[src/rtl/writeback_arbiter.sv]
// Writeback arbiter: merges single-cycle ALU results and buffered long-latency
// results onto one register-file write port, and tracks pending destinations.
module writeback_arbiter #(
   parameter int ADDRESS_WIDTH = 5,
   parameter int DATA_WIDTH    = 32,
   parameter int FIFO_DEPTH    = 2,
   parameter int STARVE_LIMIT  = 4
) (
   input  logic                          clk_i,
   input  logic                          rst_i,
   input  logic                          alu_valid_i,
   input  logic [ADDRESS_WIDTH-1:0]      alu_rd_i,
   input  logic [DATA_WIDTH-1:0]         alu_data_i,
   input  logic                          lsu_valid_i,
   output logic                          lsu_ready_o,
   input  logic [ADDRESS_WIDTH-1:0]      lsu_rd_i,
   input  logic [DATA_WIDTH-1:0]         lsu_data_i,
   input  logic                          issue_valid_i,
   input  logic [ADDRESS_WIDTH-1:0]      issue_rd_i,
   output logic [2**ADDRESS_WIDTH-1:0]   pending_o,
   output logic                          alu_stall_o,
   output logic                          rf_we_o,
   output logic [ADDRESS_WIDTH-1:0]      rf_addr_o,
   output logic [DATA_WIDTH-1:0]         rf_wd_o
);

   localparam int NUM_REGS = 2**ADDRESS_WIDTH;
   localparam int PTR_W    = $clog2(FIFO_DEPTH);
   localparam int CNT_W    = PTR_W + 1;
   localparam int STV_W    = $clog2(STARVE_LIMIT + 1);
   localparam logic [CNT_W-1:0] DEPTH_C = CNT_W'(FIFO_DEPTH);
   localparam logic [STV_W-1:0] LIMIT_C = STV_W'(STARVE_LIMIT);

   logic [ADDRESS_WIDTH-1:0] fifo_rd_q [FIFO_DEPTH];
   logic [DATA_WIDTH-1:0]    fifo_wd_q [FIFO_DEPTH];
   logic [PTR_W-1:0]         wr_ptr_q, wr_ptr_d;
   logic [PTR_W-1:0]         rd_ptr_q, rd_ptr_d;
   logic [CNT_W-1:0]         count_q, count_d;
   logic [STV_W-1:0]         starve_q, starve_d;
   logic                     stall_q, stall_d;
   logic [NUM_REGS-1:0]      pending_q, pending_d;
   logic [NUM_REGS-1:0]      set_vec, clr_vec;
   logic                     rf_we_q, rf_we_d;
   logic [ADDRESS_WIDTH-1:0] rf_addr_q, rf_addr_d;
   logic [DATA_WIDTH-1:0]    rf_wd_q, rf_wd_d;

   logic fifo_empty, push, pop, alu_live;

   // Valid/ready: an LSU transfer happens on any cycle where lsu_valid_i and
   // lsu_ready_o are both high; ready depends only on registered occupancy.
   assign fifo_empty  = (count_q == '0);
   assign lsu_ready_o = (count_q != DEPTH_C);
   assign push        = lsu_valid_i && lsu_ready_o && (lsu_rd_i != '0);
   assign alu_live    = alu_valid_i && (alu_rd_i != '0) && !stall_q;
   // While stalled alu_live is low, so a stall cycle always drains the head.
   assign pop         = !fifo_empty && !alu_live;

   always_comb begin
      wr_ptr_d = wr_ptr_q;
      rd_ptr_d = rd_ptr_q;
      count_d  = count_q;
      if (push) wr_ptr_d = wr_ptr_q + 1'b1;
      if (pop)  rd_ptr_d = rd_ptr_q + 1'b1;
      if (push && !pop)      count_d = count_q + 1'b1;
      else if (!push && pop) count_d = count_q - 1'b1;
   end

   always_comb begin
      stall_d  = 1'b0;
      starve_d = '0;
      if (!fifo_empty && alu_live) begin
         if ((starve_q + 1'b1) == LIMIT_C) stall_d = 1'b1;
         else                              starve_d = starve_q + 1'b1;
      end
   end

   always_comb begin
      rf_we_d   = 1'b0;
      rf_addr_d = rf_addr_q;
      rf_wd_d   = rf_wd_q;
      if (pop) begin
         rf_we_d   = 1'b1;
         rf_addr_d = fifo_rd_q[rd_ptr_q];
         rf_wd_d   = fifo_wd_q[rd_ptr_q];
      end else if (alu_live) begin
         rf_we_d   = 1'b1;
         rf_addr_d = alu_rd_i;
         rf_wd_d   = alu_data_i;
      end
   end

   // A newly issued destination wins over a same-edge clear of that register.
   always_comb begin
      set_vec = '0;
      clr_vec = '0;
      if (pop) clr_vec[fifo_rd_q[rd_ptr_q]] = 1'b1;
      if (issue_valid_i && (issue_rd_i != '0)) set_vec[issue_rd_i] = 1'b1;
      pending_d    = (pending_q & ~clr_vec) | set_vec;
      pending_d[0] = 1'b0;
   end

   always_ff @(posedge clk_i) begin
      if (push) begin
         fifo_rd_q[wr_ptr_q] <= lsu_rd_i;
         fifo_wd_q[wr_ptr_q] <= lsu_data_i;
      end
   end

   always_ff @(posedge clk_i or posedge rst_i) begin
      if (rst_i) begin
         wr_ptr_q  <= '0;
         rd_ptr_q  <= '0;
         count_q   <= '0;
         starve_q  <= '0;
         stall_q   <= 1'b0;
         pending_q <= '0;
         rf_we_q   <= 1'b0;
         rf_addr_q <= '0;
         rf_wd_q   <= '0;
      end else begin
         wr_ptr_q  <= wr_ptr_d;
         rd_ptr_q  <= rd_ptr_d;
         count_q   <= count_d;
         starve_q  <= starve_d;
         stall_q   <= stall_d;
         pending_q <= pending_d;
         rf_we_q   <= rf_we_d;
         rf_addr_q <= rf_addr_d;
         rf_wd_q   <= rf_wd_d;
      end
   end

   assign pending_o   = pending_q;
   assign alu_stall_o = stall_q;
   assign rf_we_o     = rf_we_q;
   assign rf_addr_o   = rf_addr_q;
   assign rf_wd_o     = rf_wd_q;

endmodule
[config.mk]
export PLATFORM = sky130hd
export DESIGN_NAME = writeback_arbiter
export DESIGN_NICKNAME = d
export VERILOG_FILES = /design/src/rtl/writeback_arbiter.sv
export SDC_FILE = /design/constraint.sdc
export NUM_CORES = 1
export LEC_CHECK = 0
export BUFFER_PORTS_ARGS = -buffer_cell sky130_fd_sc_hd__buf_2
export CORE_ASPECT_RATIO = 1.25
export CORE_UTILIZATION = 39
export DETAILED_ROUTE_END_ITERATION = 7
export PLACE_DENSITY_LB_ADDON = 0.15
export SYNTH_ARGS = -nofsm -noshare
export SYNTH_HDL_FRONTEND = slang
export SYNTH_SLANG_ARGS = --single-unit
[constraint.sdc]
create_clock -name clk_i -period 5.9 [get_ports clk_i]
set_clock_uncertainty 0.05 [all_clocks]
set_input_delay 0.59 -clock clk_i [delete_from_list [all_inputs] [get_ports clk_i]]
set_output_delay 0.59 -clock clk_i [all_outputs]
set_load 0.01 [all_outputs]
==> results of run 1 <==
## cell usage after synthesis, types with 2 or more instances
cell type	count
edfxtp_1	74
o221ai_1	10
nor3b_1	2
o21ai_0	52
xor2_1	3
buf_6	2
dfrtp_1	77
or4_1	2
o31ai_1	19
a21oi_1	33
a32oi_1	3
nor2b_1	3
inv_1	19
ha_1	3
nand2_1	67
a22oi_1	3
nor2_1	39
clkbuf_1	15
mux2_2	3
nand2b_1	7
xnor2_1	3
mux2i_1	36
or2_2	3
buf_2	8
nand3_1	9
## power by group through the flow
stage	Sequential, uW	Combinational, uW	Clock [uW]
finish	1580	1110	1090
global placement	1590	1100	0
global route	1610	1240	1160
detailed placement	1600	1120	0
CTS	1580	1130	1110
floorplan	1620	699	0
## final cells by class
cell class | count | area [um^2]
Clock buffer | 27 | 588
Multi-Input combinational cell | 314 | 1900
Fill cell | 1468 | 7770
Tap cell | 212 | 265
Sequential cell | 151 | 4150
Timing Repair Buffer | 158 | 801
Clock inverter | 5 | 26.3
Inverter | 19 | 72.6
## worst paths after layout
kind,start,slack [ns],to,depth (start not counted)
max,alu_stall_o,3.00,count_q[1],7
max reg2reg,alu_stall_o,3.00,count_q[1],7
min in group asynchronous,rst_i,0.43,pending_o[3],3
max in group asynchronous,rst_i,4.60,rd_ptr_q,3
min reg2reg,starve_q[0],0.44,starve_q[0],1
min,lsu_data_i[7],0.30,fifo_wd_q[0][7],1
## flip-flops by register name, indices dropped and copies added (netlist names)
register     flops
fifo_wd_q       64
fifo_rd_q       10
rd_ptr_q         1
count_q          2
rf_we_o          1
alu_stall_o      1
rf_addr_o        5
wr_ptr_q         1
starve_q         3
pending_o       31
rf_wd_o         32
## through the flow
stage | setup WS, ns | instance area [um^2] | std cells
2_1_floorplan | 3.03 | 6230 | 511
3_3_place_gp | 2.75 | 7190 | 854
3_5_place_dp | 2.65 | 7190 | 854
4_1_cts | 2.96 | 7800 | 886
5_1_grt | 2.75 | 7800 | 886
6_report | 3.00 | 7800 | 886
## cells by family (layout without fill, tap and decap cells)
group,after synthesis,after routing
flops,151,151
simple gates,142,142
compound gates,122,122
buf+inv,46,209
mux,40,40
xor+xnor,6,6
fa+ha+maj,3,3
other cells,1,1
## layer usage
| metal | GRT usage (%) | vias to the layer above | wire length [um] |
|---|---|---|---|
| li1 | - | 2129 | - |
| met1 | 21.3 | 2159 | 5930 |
| met2 | 35.0 | 131 | 7870 |
| met3 | 5.53 | 18 | 808 |
| met4 | 8.07 | 2 | 206 |
| met5 | 0 | - | 13 |
==> flow_summary.json, run 1 <==
{
  "synth_area_per_cell_um2": 12.2,
  "cts_sinks": 151,
  "swShare_pct": 33.1,
  "power_switching_uw": 1250,
  "cp_slowest_cell": "o21a_2",
  "grt_antenna_before_repair": 1,
  "grt_pass1_vias": 4655,
  "yosys.area_share.simple_pct": 10.5,
  "dr_total_vias": 4439,
  "path_max_fanout": 55,
  "ys_seq_area_share_pct": 66.6,
  "grt_max_degree": 78,
  "utilization_pct": 50.1,
  "synth_compound_area_share_pct": 11.5,
  "min_period_over_period_pct": 49.2,
  "crit_buf_inv": 1,
  "p_total_uw": 3770,
  "yosysUniqueCellTypes": 41,
  "drive_above_1_share_pct": 30.3,
  "critical_path_class": "reg -> reg",
  "final-hold-violation-count": 0,
  "hold_buffers": 0,
  "hold_ws_ns": 0.304,
  "rsz0062_at_grt": "no",
  "synth_edf_count": 74,
  "ys_ff_latch": 151,
  "coreArea_um2": 15600,
  "cts_tree": "yes",
  "setup_tns_ns": 0,
  "synth_xor_area_share_pct": 0.843,
  "cp.required_ns": 6.18,
  "cts_max_level": 4,
  "hpwl_mm": 10.2,
  "setup_viol": 0,
  "area_growth_pct": 25.2,
  "synth_top_family_by_area": "compound AO/OA/AOI/OAI gates",
  "finalNetCount": 748,
  "syn_nets": 598,
  "crit_path_start_kind": "flop",
  "drt_iter0_drc": 184,
  "syn_inst": 511,
  "combinationalPowerShare_pct": 29.3,
  "yosys_warnings": 0,
  "drt_drc_violations_left": 0,
  "vias_per_cell": 5.01,
  "cts_buffers": 17,
  "wirelength_mm": 14.8,
  "die_y_um": 143,
  "cp_top_family": "simple AND/OR/NAND/NOR gates",
  "worst_slew_pin_slew_ns": 1.16,
  "outcome": "finished clean",
  "cts_setup_buffers": 0,
  "antenna_cells": 0,
  "grt_usage_pct": 19.4,
  "crit_path_end_kind": "flop",
  "period_minus_slack_ns": 2.90,
  "ys_async_sr_fraction_pct": 51.0,
  "fmax_mhz": 344,
  "grt_pass1_wl_mm": 23.8,
  "slew_headroom_pct": 22.7,
  "min_path_type": "in -> reg",
  "cts_buffer_depth": 2,
  "finalMaxSlewViolations": 0,
  "pin_count": 156,
  "leakage_uw": 0.00347,
  "io_buffers": 154,
  "wl_per_cell_um": 16.7,
  "cp_slowest_stage_delay_ns": 0.68,
  "yosys-top-cells-area": "edfxtp_1 36%, dfrtp_1 31%, mux2i_1 5.8%",
  "gp_congestion": 0.821,
  "power_density_nw_per_um2": 484,
  "synth_top_area_cell": "edfxtp_1",
  "yosysTopAreaCellShare_pct": 35.6,
  "ir_drop_mv": 0.216,
  "initial_utilization_pct": 40.0,
  "dieWidth_um": 115,
  "intPower_uw": 2530,
  "drt-pass1-iter-count": 4,
  "dieArea_um2": 16500,
  "pwr-share-clk_pct": 28.9,
  "cts_resized": 0,
  "final_common_cell": "buf_2",
  "grt-ovfl-total": 0,
  "p_seq_share_pct": 41.8,
  "cap_viol_max_count": 0,
  "ys.flop_type": "dfrtp_1",
  "cts.clk_slew.worst_paths_ns": 0.06,
  "ant_nets": 0,
  "path_cells": "nor2b_1 -> o21a_2 -> buf_4 -> nand2b_1 -> ha_1 -> nor2_1 -> xor2_1",
  "clock_latency_ns": 0.42,
  "muxShareOfSynthArea_pct": 6.68,
  "synth_fa_ha_area_share_pct": 0.602,
  "mostFrequentLayoutCells": "154 x buf_2, 76 x dfrtp_1, 74 x edfxtp_1, 67 x nand2_1, 52 x o21ai_0",
  "syn_area_um2": 6230,
  "crit_arrival_ns": 3.18,
  "root_buffer": "clkbuf_16",
  "core.rowCount": 51
}
Power figures use the tool's default switching activity.
==> run 2, diff against run 1 <==
--- a/config.mk
+++ b/config.mk
@@ -5,6 +5,7 @@
 export SDC_FILE = /design/constraint.sdc
 export NUM_CORES = 1
 export LEC_CHECK = 0
+export ABC_AREA = 1
 export BUFFER_PORTS_ARGS = -buffer_cell sky130_fd_sc_hd__buf_2
 export CORE_ASPECT_RATIO = 1.25
 export CORE_UTILIZATION = 39
==> constraint.sdc (replaced) <==
create_clock -name clk_i -period 2.93 [get_ports clk_i]
set_clock_uncertainty 0.05 [all_clocks]
set_input_delay 0.293 -clock clk_i [delete_from_list [all_inputs] [get_ports clk_i]]
set_output_delay 0.293 -clock clk_i [all_outputs]
set_load 0.01 [all_outputs]
==> run 2 against run 1 <==
  * Via count increased by 17%
  * Clock-buffer cell count shrank 7
  * First-iteration DRC count grew 110%
  * Core utilization up 0.45 points
  * Sequential cell count unchanged
  * Largest cell class unchanged
==> flow_summary.json, run 2 <==
{
  "critical_path_class": "reg -> reg",
  "wirelength_mm": 16.1,
  "min_period_over_period_pct": 75.4,
  "final_common_cell": "nand2_1",
  "utilization_pct": 50.5,
  "ff2ff_path_depth": 7,
  "grt-ovfl-total": 0,
  "setup_tns_ns": 0,
  "crit_path_start_kind": "flop",
  "path_max_fanout": 14,
  "hold_buffers": 12,
  "crit_start": "count_q[0]",
  "period_minus_slack_ns": 2.21,
  "finalMaxSlewViolations": 0,
  "ir_drop_mv": 0.412,
  "min_from": "lsu_data_i[31]",
  "crit_path_end": "count_q[1]",
  "setup_viol": 0,
  "drive_above_1_share_pct": 24.4,
  "leakage_uw": 0.00393,
  "cts_buffer_depth": 2,
  "grt_antenna_before_repair": 3,
  "synth_area_per_cell_um2": 9.34,
  "cp.required_ns": 3.18,
  "initial_utilization_pct": 40.2,
  "crit_arrival_ns": 2.46,
  "cts_resized": 0,
  "grt_max_degree": 56,
  "ys_ff_latch": 151,
  "area_growth_pct": 25.6,
  "cts_tree": "yes",
  "min_path_type": "in -> reg",
  "grt_pass1_wl_mm": 26.1,
  "worst_slew_pin_slew_ns": 0.846,
  "synth_top_area_cell": "edfxtp_1",
  "ant_nets": 0,
  "root_buffer": "clkbuf_16",
  "yosysTopAreaCellShare_pct": 33.7,
  "pin_count": 156,
  "mostFrequentLayoutCells": "328 x nand2_1, 154 x buf_2, 76 x dfrtp_1, 74 x edfxtp_1, 63 x nor2_1",
  "final-hold-violation-count": 0,
  "netlist_top_cells_count": "328 x nand2_1, 77 x dfrtp_1, 74 x edfxtp_1",
  "ys.flop_type": "dfrtp_1",
  "core.rowCount": 52,
  "yosysMostFrequentCell": "nand2_1",
  "syn_area_um2": 6600,
  "grt_pass1_vias": 5199,
  "drt_iter0_drc": 393,
  "dieArea_um2": 17400,
  "nFillCells": 1590,
  "io_buffers": 154,
  "wl_per_cell_um": 14.6,
  "slew_headroom_pct": 43.5,
  "cts.clk_slew.worst_paths_ns": 0.06,
  "grt_usage_pct": 19.4,
  "cts_max_level": 4,
  "regMostFlops": "fifo_wd_q",
  "hpwl_mm": 11.2,
  "yosysUniqueCellTypes": 31,
  "drt_drc_violations_left": 0,
  "instances_no_fill": 1106,
  "rsz0062_at_grt": "no",
  "power_density_nw_per_um2": 973,
  "outcome": "finished clean",
  "syn_nets": 793,
  "coreArea_um2": 16400,
  "finalNetCount": 962,
  "r2r-end": "count_q[1]",
  "dieWidth_um": 118,
  "syn_inst": 706,
  "gp_congestion": 0.817,
  "reg2reg_setup_slack_ns": 0.72,
  "drt-pass1-iter-count": 5,
  "synth_edf_count": 74,
  "crit_path_end_kind": "flop",
  "placedCellCount": 1060,
  "yosys_warnings": 0,
  "clock_latency_ns": 0.42,
  "ys_async_sr_fraction_pct": 51.0,
  "ys_seq_area_share_pct": 62.9,
  "cts_buffers": 17,
  "fmax_mhz": 453,
  "vias_per_cell": 4.68,
  "die_y_um": 147,
  "cap_viol_max_count": 0,
  "cts_sinks": 151,
  "yosys-top-cells-area": "edfxtp_1 34%, dfrtp_1 29%, nand2_1 19%",
  "cts_setup_buffers": 0,
  "rr_startpoint": "count_q[0]",
  "dr_total_vias": 5181,
  "largest_reg_flops": 64
}
run 2: cell count changes in the layout (fill, tap and decap cells not counted), moves of 6 or more:
cell,delta
nand2_2,+6
a21oi_1,-32
nand3_2,+7
dlygate4sd3_1,+12
nand2b_1,-7
inv_1,+21
nand3_1,+32
nor2_1,+25
nand2_1,+261
o21ai_0,-48
o31ai_1,-8
o221ai_1,-10
mux2i_1,-36
run 2: metal layers:
layer / GRT usage, % / share of wire [%] / vias to the layer above
met4: 8.53 / 1.0 / 2
met2: 33.1 / 50 / 146
met3: 3.70 / 5.0 / 13
met5: 0 / 0.099 / -
met1: 23.9 / 43 / 2437
li1: - / - / 2583
run 2: how the worst min path moves through the flow:
| stage | endpoint | cells past startpoint |
|---|---|---|
| finish | fifo_wd_q[1][31] | 1 |
| global route | fifo_wd_q[1][31] | 1 |
| CTS | fifo_wd_q[1][1] | 1 |
| detailed placement | pending_o[4] | 2 |
| global placement | pending_o[3] | 2 |
| floorplan | fifo_rd_q[0][0] | 0 |
run 2: cells by family (layout without fill, tap and decap cells):
group | count (synthesis) | after routing | share of synthesized area [%]
compound gates | 20 | 20 | 2.20
xor+xnor | 4 | 4 | 0.531
fa+ha+maj | 3 | 3 | 0.569
buf+inv | 65 | 246 | 4.89
flops | 151 | 151 | 62.9
other cells | 1 | 4 | 0.0568
simple gates | 462 | 462 | 28.9
run 2: power breakdown:
group	internal, uW	switching, uW
clock	1290	858
combinational	876	1680
sequential	2970	377
total	5150	2920
run 2: area by class of cell:
type | count | area [um^2] | area share, %
clock buffer | 20 | 457 | 5.51
inverter | 42 | 159 | 1.92
clock inverter | 11 | 124 | 1.49
multi-input combinational | 490 | 2140 | 25.8
timing repair buffer | 173 | 981 | 11.8
tap | 216 | 270 | 3.26
antenna | 3 | 7.51 | 0.0906
sequential | 151 | 4150 | 50.1
run 2: through the flow:
stage | total power [uW] | setup slack, ns | hold WS, ns | instance area, um^2
2_1_floorplan | 4980 | 0.122 | 0.342 | 6600
3_3_place_gp | 5900 | 0.708 | 0.399 | 7580
3_5_place_dp | 5980 | 0.703 | 0.403 | 7580
4_1_cts | 8160 | 0.721 | 0.00135 | 8280
5_1_grt | 8610 | 0.548 | 0.00248 | 8290
6_report | 8060 | 0.720 | 0.0111 | 8290
run 2: critical path: stages (launching register included):
cell	delay (ns)
dfrtp_1	0.42
nor2_4	0.35
inv_1	0.15
nand2_1	0.40
ha_1	0.34
a21oi_1	0.12
o21ai_0	0.11
xnor2_1	0.14
==> run 3, diff against run 2 <==
==> constraint.sdc (replaced) <==
create_clock -name clk_i -period 2.1 [get_ports clk_i]
set_clock_uncertainty 0.05 [all_clocks]
set_input_delay 0.21 -clock clk_i [delete_from_list [all_inputs] [get_ports clk_i]]
set_output_delay 0.21 -clock clk_i [all_outputs]
set_load 0.01 [all_outputs]
==> run 3 against run 2 <==
  * Sequential cell count stayed put
  * Critical endpoint unchanged
  * Sequential power is 38% higher
  * Clock power is 35% higher
  * Critical path depth is 3 higher
  * Combinational power is 48% higher
  * Core utilization is 3.3 points higher
  * Highest routed layer is now met4
  * Via count is 5.0% higher
==> flow_summary.json, run 3 (same netlist as run 2, synthesis figures left out) <==
{
  "rr_startpoint": "count_q[0]",
  "cp_slowest_cell": "dlygate4sd3_1",
  "min_period_over_period_pct": 94.2,
  "dieArea_um2": 17400,
  "reg2reg_setup_slack_ns": 0.28,
  "crit_path_end_kind": "flop",
  "area_growth_pct": 33.8,
  "drt-pass1-iter-count": 6,
  "mostFrequentLayoutCells": "328 x nand2_1, 154 x buf_2, 77 x dfrtp_1, 74 x edfxtp_1, 63 x nor2_1",
  "ant_nets": 0,
  "dr_total_vias": 5441,
  "ir_drop_mv": 0.655,
  "grt_usage_pct": 20.1,
  "grt_antenna_before_repair": 0,
  "crit_arrival_ns": 2.22,
  "cts_max_level": 4,
  "largest_reg_flops": 64,
  "finalNetCount": 1019,
  "hold_depth": 5,
  "dieWidth_um": 118,
  "ff2ff_path_depth": 8,
  "wirelength_mm": 16.6,
  "cts_sinks": 151,
  "regMostFlops": "fifo_wd_q",
  "grt-ovfl-total": 0,
  "power_density_nw_per_um2": 1280,
  "vias_per_cell": 4.69,
  "antenna_cells": 0,
  "setup_slack_ns": 0.123,
  "path_cells": "dlygate4sd3_1 -> buf_2 -> nor3_1 -> nand2_1 -> nand2_1 -> inv_1 -> ha_1 -> a21oi_1 -> o21ai_0 -> xnor2_1",
  "clock_latency_ns": 0.41,
  "gp_congestion": 0.814,
  "period_minus_slack_ns": 1.98,
  "min_path_type": "in -> reg",
  "worst_slew_pin_slew_ns": 0.675,
  "outcome": "finished clean",
  "holdPathEnd": "rf_wd_o[8]",
  "p_total_uw": 11300,
  "io_buffers": 154,
  "final_common_cell": "nand2_1",
  "leakage_uw": 0.00417,
  "coreArea_um2": 16400,
  "root_buffer": "clkbuf_16",
  "setup_viol": 0,
  "crit_buf_inv": 3,
  "cap_viol_max_count": 0,
  "min_from": "alu_data_i[8]",
  "cp.required_ns": 2.34,
  "cp_slowest_stage_delay_ns": 0.54,
  "pin_count": 156,
  "cts_buffer_depth": 2,
  "core.rowCount": 52,
  "grt_max_degree": 65,
  "cp_top_family": "buffers and inverters",
  "hold_ws_ns": 0.0235,
  "grt_pass1_wl_mm": 27.2,
  "die_y_um": 147,
  "utilization_pct": 53.8,
  "cts_setup_buffers": 0,
  "cts.clk_slew.worst_paths_ns": 0.06,
  "pre_cts_slack_ns": 0.251,
  "fmax_mhz": 506,
  "crit_path_start_kind": "input pin",
  "slew_headroom_pct": 54.8,
  "wl_per_cell_um": 14.3,
  "initial_utilization_pct": 40.2,
  "cts_buffers": 17,
  "final-hold-violation-count": 0,
  "r2r-end": "count_q[1]",
  "drt_iter0_drc": 239,
  "finalMaxSlewViolations": 0,
  "hpwl_mm": 11.1,
  "drt_drc_violations_left": 0,
  "cts_tree": "yes",
  "drive_above_1_share_pct": 23.4,
  "rsz0062_at_grt": "no",
  "critical_path_class": "in -> reg",
  "grt_pass1_vias": 5472,
  "path_max_fanout": 3,
  "crit_path_frequent_cell": "nand2_1",
  "dpl_cell_area_um2": 7650,
  "final_cell_area_um2": 8830
}
-- run 3: repair_timing --
item | in CTS | in global routing
gates resized for setup | 0 | 0
hold buffers | 62 | 0
hold endpoints to repair | 111 | 0
-- run 3: worst max-delay path by stage --
| stage | from | end | cells past startpoint |
|---|---|---|---|
| 6_report | lsu_rd_i[3] | count_q[1] | 10 |
| 5_1_grt | lsu_rd_i[3] | count_q[1] | 10 |
| 4_1_cts | lsu_rd_i[3] | count_q[1] | 10 |
| 3_5_place_dp | lsu_rd_i[3] | count_q[1] | 9 |
| 3_3_place_gp | rd_ptr_q | pending_o[6] | 8 |
| 2_1_floorplan | count_q[0] | fifo_rd_q[1][0] | 4 |
-- run 3: per-stage QoR --
step | std cells | setup TNS (ns)
global route | 1161 | 0
finish | 1161 | 0
detailed placement | 1067 | 0
global placement | 1067 | 0
floorplan | 706 | -6.77
CTS | 1161 | 0
-- run 3: metal layers --
metal  GRT usage, %  up-vias  wire length, um
li1               -     2698                -
met1           24.0     2546             7070
met2           35.4      176             8540
met3           4.13       21              744
met4           7.95        0              259
met5              0        -                0
-- run 3: power breakdown --
part           leakage, uW  internal, uW  switching (uW)
clock             0.000270          1730            1170
combinational      0.00230          1350            2440
sequential         0.00160          4150             482
-- run 3: area by class of cell --
class	instances	area (um^2)
Multi-Input combinational cell	490	2140
Clock buffer	18	429
Timing Repair Buffer	230	1550
Fill cell	1557	7570
Inverter	42	161
Sequential cell	151	4150
Clock inverter	14	131
Tap cell	216	270
-- run 3: worst min-delay path, stage by stage --
cell and delay (ns):
buf_2 0.08, inv_1 0.03, nand2_1 0.05, nand2_1 0.05
nand2_1 0.05
